File: config.mk
export PLATFORM = sky130hd
export DESIGN_NAME = hazard3_shift_pipe
export DESIGN_NICKNAME = d
export VERILOG_FILES = /design/src/rtl/hazard3_shift_pipe.sv
export SDC_FILE = /design/constraint.sdc
export NUM_CORES = 1
export LEC_CHECK = 0
export ABC_CLOCK_PERIOD_IN_PS = 7900
export CAP_MARGIN = 20
export CORE_UTILIZATION = 30
export DETAILED_ROUTE_END_ITERATION = 7
export PLACE_DENSITY_LB_ADDON = 0.08
export SLEW_MARGIN = 5
export SYNTH_ARGS = -nofsm -noshare
export SYNTH_HDL_FRONTEND = slang
export SYNTH_SLANG_ARGS = --single-unit
File: constraint.sdc
create_clock -name clk -period 7.9 [get_ports clk]
set_clock_uncertainty 0.2 [all_clocks]
set_input_delay 2.37 -clock clk [delete_from_list [all_inputs] [get_ports clk]]
set_output_delay 2.37 -clock clk [all_outputs]
set_load 0.02 [all_outputs]
File: src/rtl/hazard3_shift_pipe.sv
// Pipelined barrel shifter (SLL/SRL/SRA/ROL/ROR) with valid/ready handshakes and tag passthrough.
// Define HAZARD3_SHIFT_PIPE_ROTATE_EN for true ROL/ROR; otherwise they execute as SLL/SRL.
module hazard3_shift_pipe #(
    parameter int unsigned W_DATA   = 32,
    parameter int unsigned W_SHAMT  = $clog2(W_DATA),
    parameter int unsigned N_STAGES = 2,
    parameter int unsigned W_TAG    = 5
) (
    input  logic               clk,
    input  logic               rst,
    input  logic               flush,
    input  logic               in_valid,
    output logic               in_ready,
    input  logic [W_DATA-1:0]  in_data,
    input  logic [W_SHAMT-1:0] in_shamt,
    input  logic [2:0]         in_op,
    input  logic [W_TAG-1:0]   in_tag,
    output logic               out_valid,
    input  logic               out_ready,
    output logic [W_DATA-1:0]  out_data,
    output logic [W_TAG-1:0]   out_tag
);

    localparam logic [2:0] OpSra = 3'd2;
    localparam logic [2:0] OpSrl = 3'd1;
    localparam logic [2:0] OpRol = 3'd3;
    localparam logic [2:0] OpRor = 3'd4;

    function automatic logic [W_DATA-1:0] bit_rev(input logic [W_DATA-1:0] x);
        logic [W_DATA-1:0] r;
        for (int i = 0; i < W_DATA; i++) begin
            r[i] = x[W_DATA-1-i];
        end
        return r;
    endfunction

    function automatic logic is_right(input logic [2:0] op);
        return (op == OpSrl) || (op == OpSra) || (op == OpRor);
    endfunction

`ifdef HAZARD3_SHIFT_PIPE_ROTATE_EN
    function automatic logic is_rot(input logic [2:0] op);
        return (op == OpRol) || (op == OpRor);
    endfunction
`endif

    // Applies the shift layers that belong to stage k; right ops arrive pre-reversed.
    function automatic logic [W_DATA-1:0] layers(
        input int unsigned        k,
        input logic [W_DATA-1:0]  x,
        input logic [W_SHAMT-1:0] sh,
        input logic               fill
`ifdef HAZARD3_SHIFT_PIPE_ROTATE_EN
        ,
        input logic               rot
`endif
    );
        logic [W_DATA-1:0] y;
        y = x;
        for (int unsigned i = 0; i < W_SHAMT; i++) begin
            if (((i * N_STAGES) / W_SHAMT) == k && sh[i]) begin
`ifdef HAZARD3_SHIFT_PIPE_ROTATE_EN
                if (rot) y = (y << (1 << i)) | (y >> (W_DATA - (1 << i)));
                else
`endif
                y = (y << (1 << i)) | ({W_DATA{fill}} >> (W_DATA - (1 << i)));
            end
        end
        return y;
    endfunction

    logic [N_STAGES-1:0] valid_q;
    logic [W_DATA-1:0]   data_q  [N_STAGES];
    logic [W_SHAMT-1:0]  shamt_q [N_STAGES];
    logic [2:0]          op_q    [N_STAGES];
    logic [W_TAG-1:0]    tag_q   [N_STAGES];
    logic                fill_q  [N_STAGES];

    logic [N_STAGES-1:0] ready;
    logic                ready_acc;

    logic [N_STAGES-1:0] src_valid;
    logic [W_DATA-1:0]   src_data  [N_STAGES];
    logic [W_SHAMT-1:0]  src_shamt [N_STAGES];
    logic [2:0]          src_op    [N_STAGES];
    logic [W_TAG-1:0]    src_tag   [N_STAGES];
    logic                src_fill  [N_STAGES];
    logic [W_DATA-1:0]   nxt_data  [N_STAGES];

    // ready[k]: stage k can load this cycle (empty, or its content moves on).
    always_comb begin
        ready     = '0;
        ready_acc = out_ready;
        for (int k = N_STAGES - 1; k >= 0; k--) begin
            ready_acc = !valid_q[k] || ready_acc;
            ready[k]  = ready_acc;
        end
    end

    assign in_ready = !flush && ready[0];

    always_comb begin
        src_valid[0] = in_valid && in_ready;
        src_data[0]  = is_right(in_op) ? bit_rev(in_data) : in_data;
        src_shamt[0] = in_shamt;
        src_op[0]    = in_op;
        src_tag[0]   = in_tag;
        src_fill[0]  = (in_op == OpSra) && in_data[W_DATA-1];
        for (int k = 1; k < N_STAGES; k++) begin
            src_valid[k] = valid_q[k-1];
            src_data[k]  = data_q[k-1];
            src_shamt[k] = shamt_q[k-1];
            src_op[k]    = op_q[k-1];
            src_tag[k]   = tag_q[k-1];
            src_fill[k]  = fill_q[k-1];
        end
        for (int k = 0; k < N_STAGES; k++) begin
`ifdef HAZARD3_SHIFT_PIPE_ROTATE_EN
            nxt_data[k] = layers(k, src_data[k], src_shamt[k], src_fill[k], is_rot(src_op[k]));
`else
            nxt_data[k] = layers(k, src_data[k], src_shamt[k], src_fill[k]);
`endif
        end
    end

    always_ff @(posedge clk) begin
        if (rst) begin
            valid_q <= '0;
            for (int k = 0; k < N_STAGES; k++) begin
                data_q[k]  <= '0;
                shamt_q[k] <= '0;
                op_q[k]    <= '0;
                tag_q[k]   <= '0;
                fill_q[k]  <= 1'b0;
            end
        end else begin
            for (int k = 0; k < N_STAGES; k++) begin
                if (flush) begin
                    valid_q[k] <= 1'b0;
                end else if (ready[k]) begin
                    valid_q[k] <= src_valid[k];
                end
                // Payload only moves with a real op so a stalled result never changes.
                if (ready[k] && src_valid[k]) begin
                    data_q[k]  <= nxt_data[k];
                    shamt_q[k] <= src_shamt[k];
                    op_q[k]    <= src_op[k];
                    tag_q[k]   <= src_tag[k];
                    fill_q[k]  <= src_fill[k];
                end
            end
        end
    end

    assign out_valid = valid_q[N_STAGES-1];
    assign out_tag   = tag_q[N_STAGES-1];
    assign out_data  = is_right(op_q[N_STAGES-1]) ? bit_rev(data_q[N_STAGES-1])
                                                  : data_q[N_STAGES-1];

endmodule

# [Word-level counts from Yosys, hierarchy flattened]
# Memories as Yosys holds them, arrays and structs flattened.
# Index checks and enable logic that the tools add are counted.
[word_totals] in_bits=50 ramBits=92 n_memories=5 ff_bits=2
[classes] n_eq_ne=6 n_mux=25 n_bitwise=15 n_reduce_logical=15
[mem_list] name="data_q" depth=2 width=32 rd=2 rd_ports_with_merged_regs=0 write_ports=2 line="73" text="logic [W_DATA-1:0] data_q [N_STAGES];"
[mem_list] name="shamt_q" depth=2 width=5 rd=1 rd_ports_with_merged_regs=0 write_ports=2 line="74" text="logic [W_SHAMT-1:0] shamt_q [N_STAGES];"
[mem_list] name="tag_q" depth=2 width=5 rd=2 rd_ports_with_merged_regs=0 write_ports=2 line="76" text="logic [W_TAG-1:0] tag_q [N_STAGES];"
[mem_list] name="op_q" depth=2 width=3 rd=2 rd_ports_with_merged_regs=0 write_ports=2 line="75" text="logic [2:0] op_q [N_STAGES];"
[mem_list] name="fill_q" depth=2 width=1 rd=1 rd_ports_with_merged_regs=0 write_ports=2 line="77" text="logic fill_q [N_STAGES];"
[ops] cell="32-bit two-way mux" n=9
[ops] cell="32-bit by 1-bit OR with 32-bit output" n=1
[ops] cell="32-bit by 16-bit OR with 32-bit output" n=1
[ops] cell="32-bit by 2-bit OR with 32-bit output" n=1
[ops] cell="32-bit by 4-bit OR with 32-bit output" n=1
[ops] cell="32-bit by 8-bit OR with 32-bit output" n=1
[ops] cell="5-bit two-way mux" n=4
[ops] cell="1-bit two-way mux" n=10
[ops] cell="1-bit OR" n=10
[ops] cell="3-bit by 1-bit equality test with 1-bit output (second input constant)" n=2
[ops] cell="3-bit by 2-bit equality test with 1-bit output (second input constant)" n=2
[ops] cell="3-bit equality test (second input constant)" n=2
[ops] cell="1-bit logical OR" n=6
[ops] cell="3-bit two-way mux" n=2
[ops] cell="1-bit logical AND" n=5
[ops] cell="1-bit logical NOT" n=3
[ops] cell="2-bit OR reduction" n=1

# [Logic depth before layout (Yosys ltp)]
[depth] word_depth=11 ltp_mapped=7 mapped_depth_nobuf=5

# [Worst setup path after synthesis]
# No wires, ideal clock.
[synth_timing] kind="input port to output port" from="in out_ready" to="out in_ready" stages=3 required_ns=5.330 arrival_ns=2.891 path_buffers=0 slack_ns=2.439 path_cell_list="nor2b_1 -> and2_1 -> nor2_1"
[synth_via] elab_chain_cells=3
[synth_lines] item="start, declared" line="19" text="input logic out_ready,"
[synth_lines] item="1-bit logical OR (2 in a row)" line="95" text="ready_acc = !valid_q[k] || ready_acc;"
[synth_lines] item="1-bit logical AND" line="100" text="assign in_ready = !flush && ready[0];"
[synth_lines] item="end, declared" line="13" text="output logic in_ready,"
# No other way between the ends.

# [Worst setup path in the final report]
# Same ends and word-level chain as after synthesis.

==> flow_metrics.env <==
export IMPL_run_status="finished, final reports clean"
export IMPL_synth_top_area_share_pct=45.4
export IMPL_fmax_mhz=157
export IMPL_min_path_type="flip-flop to flip-flop"
export IMPL_worstMarginPinSlew_ns=1.05
export IMPL_yosysMostFrequentCell="edfxtp_1"
export IMPL_finalSetupViolCount=0
export IMPL_syn_area_sq_mm=0.00549
export IMPL_drtIter0Drc=343
export IMPL_port_buffers=88
export IMPL_synth_compound_area_share_pct=7.64
export IMPL_crit_path_top_delay_cell="clkdlybuf4s50_1"
export IMPL_synth_mux_area_share_pct=33.9
export IMPL_hold_end="valid_q[1]$_SDFFE_PP0P_"
export IMPL_post_drt_wl_per_cell_microns=18.8
export IMPL_fillers=1700
export IMPL_maxSlewViolCount=0
export IMPL_p_leak_nw=2.54
export IMPL_synth_avg_cell_area_sq_um=13.8
export IMPL_cp_depth=5
export IMPL_io_pins=89
export IMPL_synth_ff_type="edfxtp_1"
export IMPL_cts_root_buf="clkbuf_16"
export IMPL_grt_ovfl_total=0
export IMPL_rows=49
export IMPL_post_dp_cell_area_sq_mm=0.00652
export IMPL_intPower_mw=1.03
export IMPL_cts_num_sinks=85
export IMPL_final_nets=523
export IMPL_worst_path_most_repeated_cell="clkdlybuf4s50_1"
export IMPL_die_h_microns=137
export IMPL_core_sq_mm=0.0180
export IMPL_reg2reg_slack_ns=4.91
export IMPL_instances_no_fill=707
export IMPL_via_per_inst=5.28
export IMPL_synth_area_top_cells="edfxtp_1 (45%), mux4_2 (18%), mux2i_1 (7.8%)"
export IMPL_vdd_drop_max_uv=113
export IMPL_synth_nets=449
export IMPL_regArea_sq_mm=0.00253
export IMPL_areaGrowthSynthToFinish_pct=25.4
export IMPL_yosys_area_share_simple_pct=7.82
export IMPL_hold_viol=0
export IMPL_multi_input_area_sq_mm=0.00273
export IMPL_worstSetupPathType="primary input to output pin"
export IMPL_fin_area_sq_mm=0.00688
export IMPL_rsz0062_at_grt="false"
export IMPL_wirelength_mm=13.3
export IMPL_grt_first_pass_wirelength_mm=20.9
export IMPL_total_power_mw=1.38
export IMPL_cp_num_buf_inv=2
export IMPL_antenna_cells=0
export IMPL_cts_buffers=9
export IMPL_synth_fa_ha_area_share_pct=0
export IMPL_drtPass1Iterations=4
export IMPL_async_reset_ff_share_pct=0
export IMPL_ctsHoldBuffers=0
export IMPL_ys_ff_latch=85
export IMPL_max_cap_viol_count=0
export IMPL_relSlewSlack_pct=29.9
export IMPL_place_gp_congestion=0.813
export IMPL_switching_share_pct=25.0
export IMPL_grtUsageTotal_pct=14.9
export IMPL_place_inst=691
export IMPL_timing_rr_start="valid_q[0]$_SDFFE_PP0N_"
export IMPL_synth_edf_count=83
export IMPL_ys_warnings_count=0
export IMPL_ctsResizeCount=0
export IMPL_dp_hpwl_mm=10.0
export IMPL_cts_tree="yes"
export IMPL_worstPathRequired_ns=5.33
export IMPL_grt_max_degree=44
export IMPL_synth_commonest_cells="edfxtp_1 (83), mux2i_1 (43), mux4_2 (43)"
export IMPL_vias=3732
export IMPL_drive_gt1_share_pct=22.6
export IMPL_setup_tns_ns=0
export IMPL_reg2reg_depth=6
export IMPL_clk_latency_ns=0.34
export IMPL_pwr_share_seq_pct=40.1
export IMPL_min_period_over_period_pct=80.5
export IMPL_cts_max_path_buffers=2
export IMPL_cp_slowest_stage_delay_ns=0.62
export IMPL_cp_start_kind="primary input"
export IMPL_end_kind="output pin"
export IMPL_timing_rr_end="data_q[0][31]$_SDFFCE_PN0P_"
export IMPL_crit_arrival_ns=3.79
export IMPL_yosys_area_top_type="edfxtp_1"
export IMPL_holdPathStages=2
export IMPL_ys_types=46
export IMPL_layout_min_cycle_time_ns=6.36
export IMPL_antenna_found_initial=0
export IMPL_clk_pin_slew_ns=0.07
export IMPL_netlist_instances=399
export IMPL_switchingPower_mw=0.344
export IMPL_min_from="valid_q[0]$_SDFFE_PP0N_"
export IMPL_synthXorXnorAreaFrac_pct=0.319
export IMPL_clkPwrFrac_pct=37.0
export IMPL_seq_area_frac_synth_pct=46.2
export IMPL_synth_top_family_by_area="multiplexers"
export IMPL_die_w_microns=137
export IMPL_post_cts_repair_setup_buffers=0
export IMPL_grt_pass1_vias=3676
export IMPL_cts_max_level=3
export IMPL_crit_fanout=4
export IMPL_initial_core_util_pct=30.5
export IMPL_dieArea_sq_mm=0.0188
export IMPL_drc=0
export IMPL_antenna_left=0
export IMPL_crit_family="buffers and inverters"
export IMPL_comb_power_share_pct=22.9
export IMPL_fin_util_pct=38.3
export IMPL_cp_cell_sequence="clkdlybuf4s50_1 > nor2b_1 > and2_1 > nor2_1 > clkdlybuf4s50_1"
export IMPL_powerDensity_mw_per_mm2=200
==> worst register-to-register path, cell delays in order, from the launching register on <==
cell and delay (ns):
dfxtp_1 0.35, or3b_2 0.50, o21ai_1 0.09, buf_4 0.32, nand3_1 0.70, a21o_1 0.39
o32ai_1 0.26
==> area by class of cell <==
cell class	instances	share of cell area, %
clock buffers	10	3.33
clock inverters	6	1.98
inverters	8	0.436
multi-input cells	273	39.7
flip-flops and latches	85	36.8
well taps	229	4.16
repair buffers	96	13.6
==> power groups by stage <==
stage               logic, mW  registers [mW]  clock network, mW
CTS                     0.319           0.552              0.519
global route            0.341           0.555              0.538
global placement        0.316           0.560                  0
finish                  0.315           0.552              0.510
floorplan               0.209           0.551                  0
detailed placement      0.317           0.561                  0
==> cell usage in the layout, fill, tap and decap left out, types with 5 or more instances in the layout <==
cell and instances:
clkdlybuf4s50_1 87, edfxtp_1 83, mux2i_1 43, mux4_2 43, mux2_2 34, and3_1 32, nor2_1 20, o22ai_1 20
a21oi_1 17, nand2_1 14, clkbuf_16 9, buf_4 8, inv_1 7, o21ai_0 5, nand3_1 5, o32ai_1 5
nor3_1 5
==> worst max path at each step <==
| stage | from | endpoint |
|---|---|---|
| final | out_ready | in_ready |
| after global placement | out_ready | in_ready |
| after CTS | out_ready | in_ready |
| after detailed placement | out_ready | in_ready |
| after global routing | out_ready | in_ready |
| after floorplan | out_ready | in_ready |
==> cells by family (layout without fill, tap and decap cells) <==
logic type | after synthesis | after routing
XOR/XNOR | 2 | 2
buffers and inverters | 41 | 120
flip-flops | 85 | 85
AO/OA/AOI/OAI | 65 | 65
AND/OR/NAND/NOR | 83 | 83
multiplexers | 123 | 123
==> per-stage QoR <==
step | setup WS, ns | hold slack [ns]
finish | 1.54 | 0.338
global route | 1.44 | 0.364
CTS | 1.53 | 0.339
detailed placement | 1.53 | 0.332
global placement | 1.51 | 0.310
floorplan | 2.44 | 0.295
==> metal layers <==
metal	vias up	global-route usage, %	part of all wire (%)
met5	-	0	0
met1	1813	21.0	47
met3	16	2.72	4.4
li1	1775	-	-
met4	0	5.31	1.9
met2	128	22.8	46
==> sequential cells by signal, summed over array words and instances, names as in the netlist <==
register / flops
data_q: 64
fill_q: 1
op_q: 6
shamt_q: 2
tag_q: 10
valid_q: 2
(Power assumes the default switching activity.)
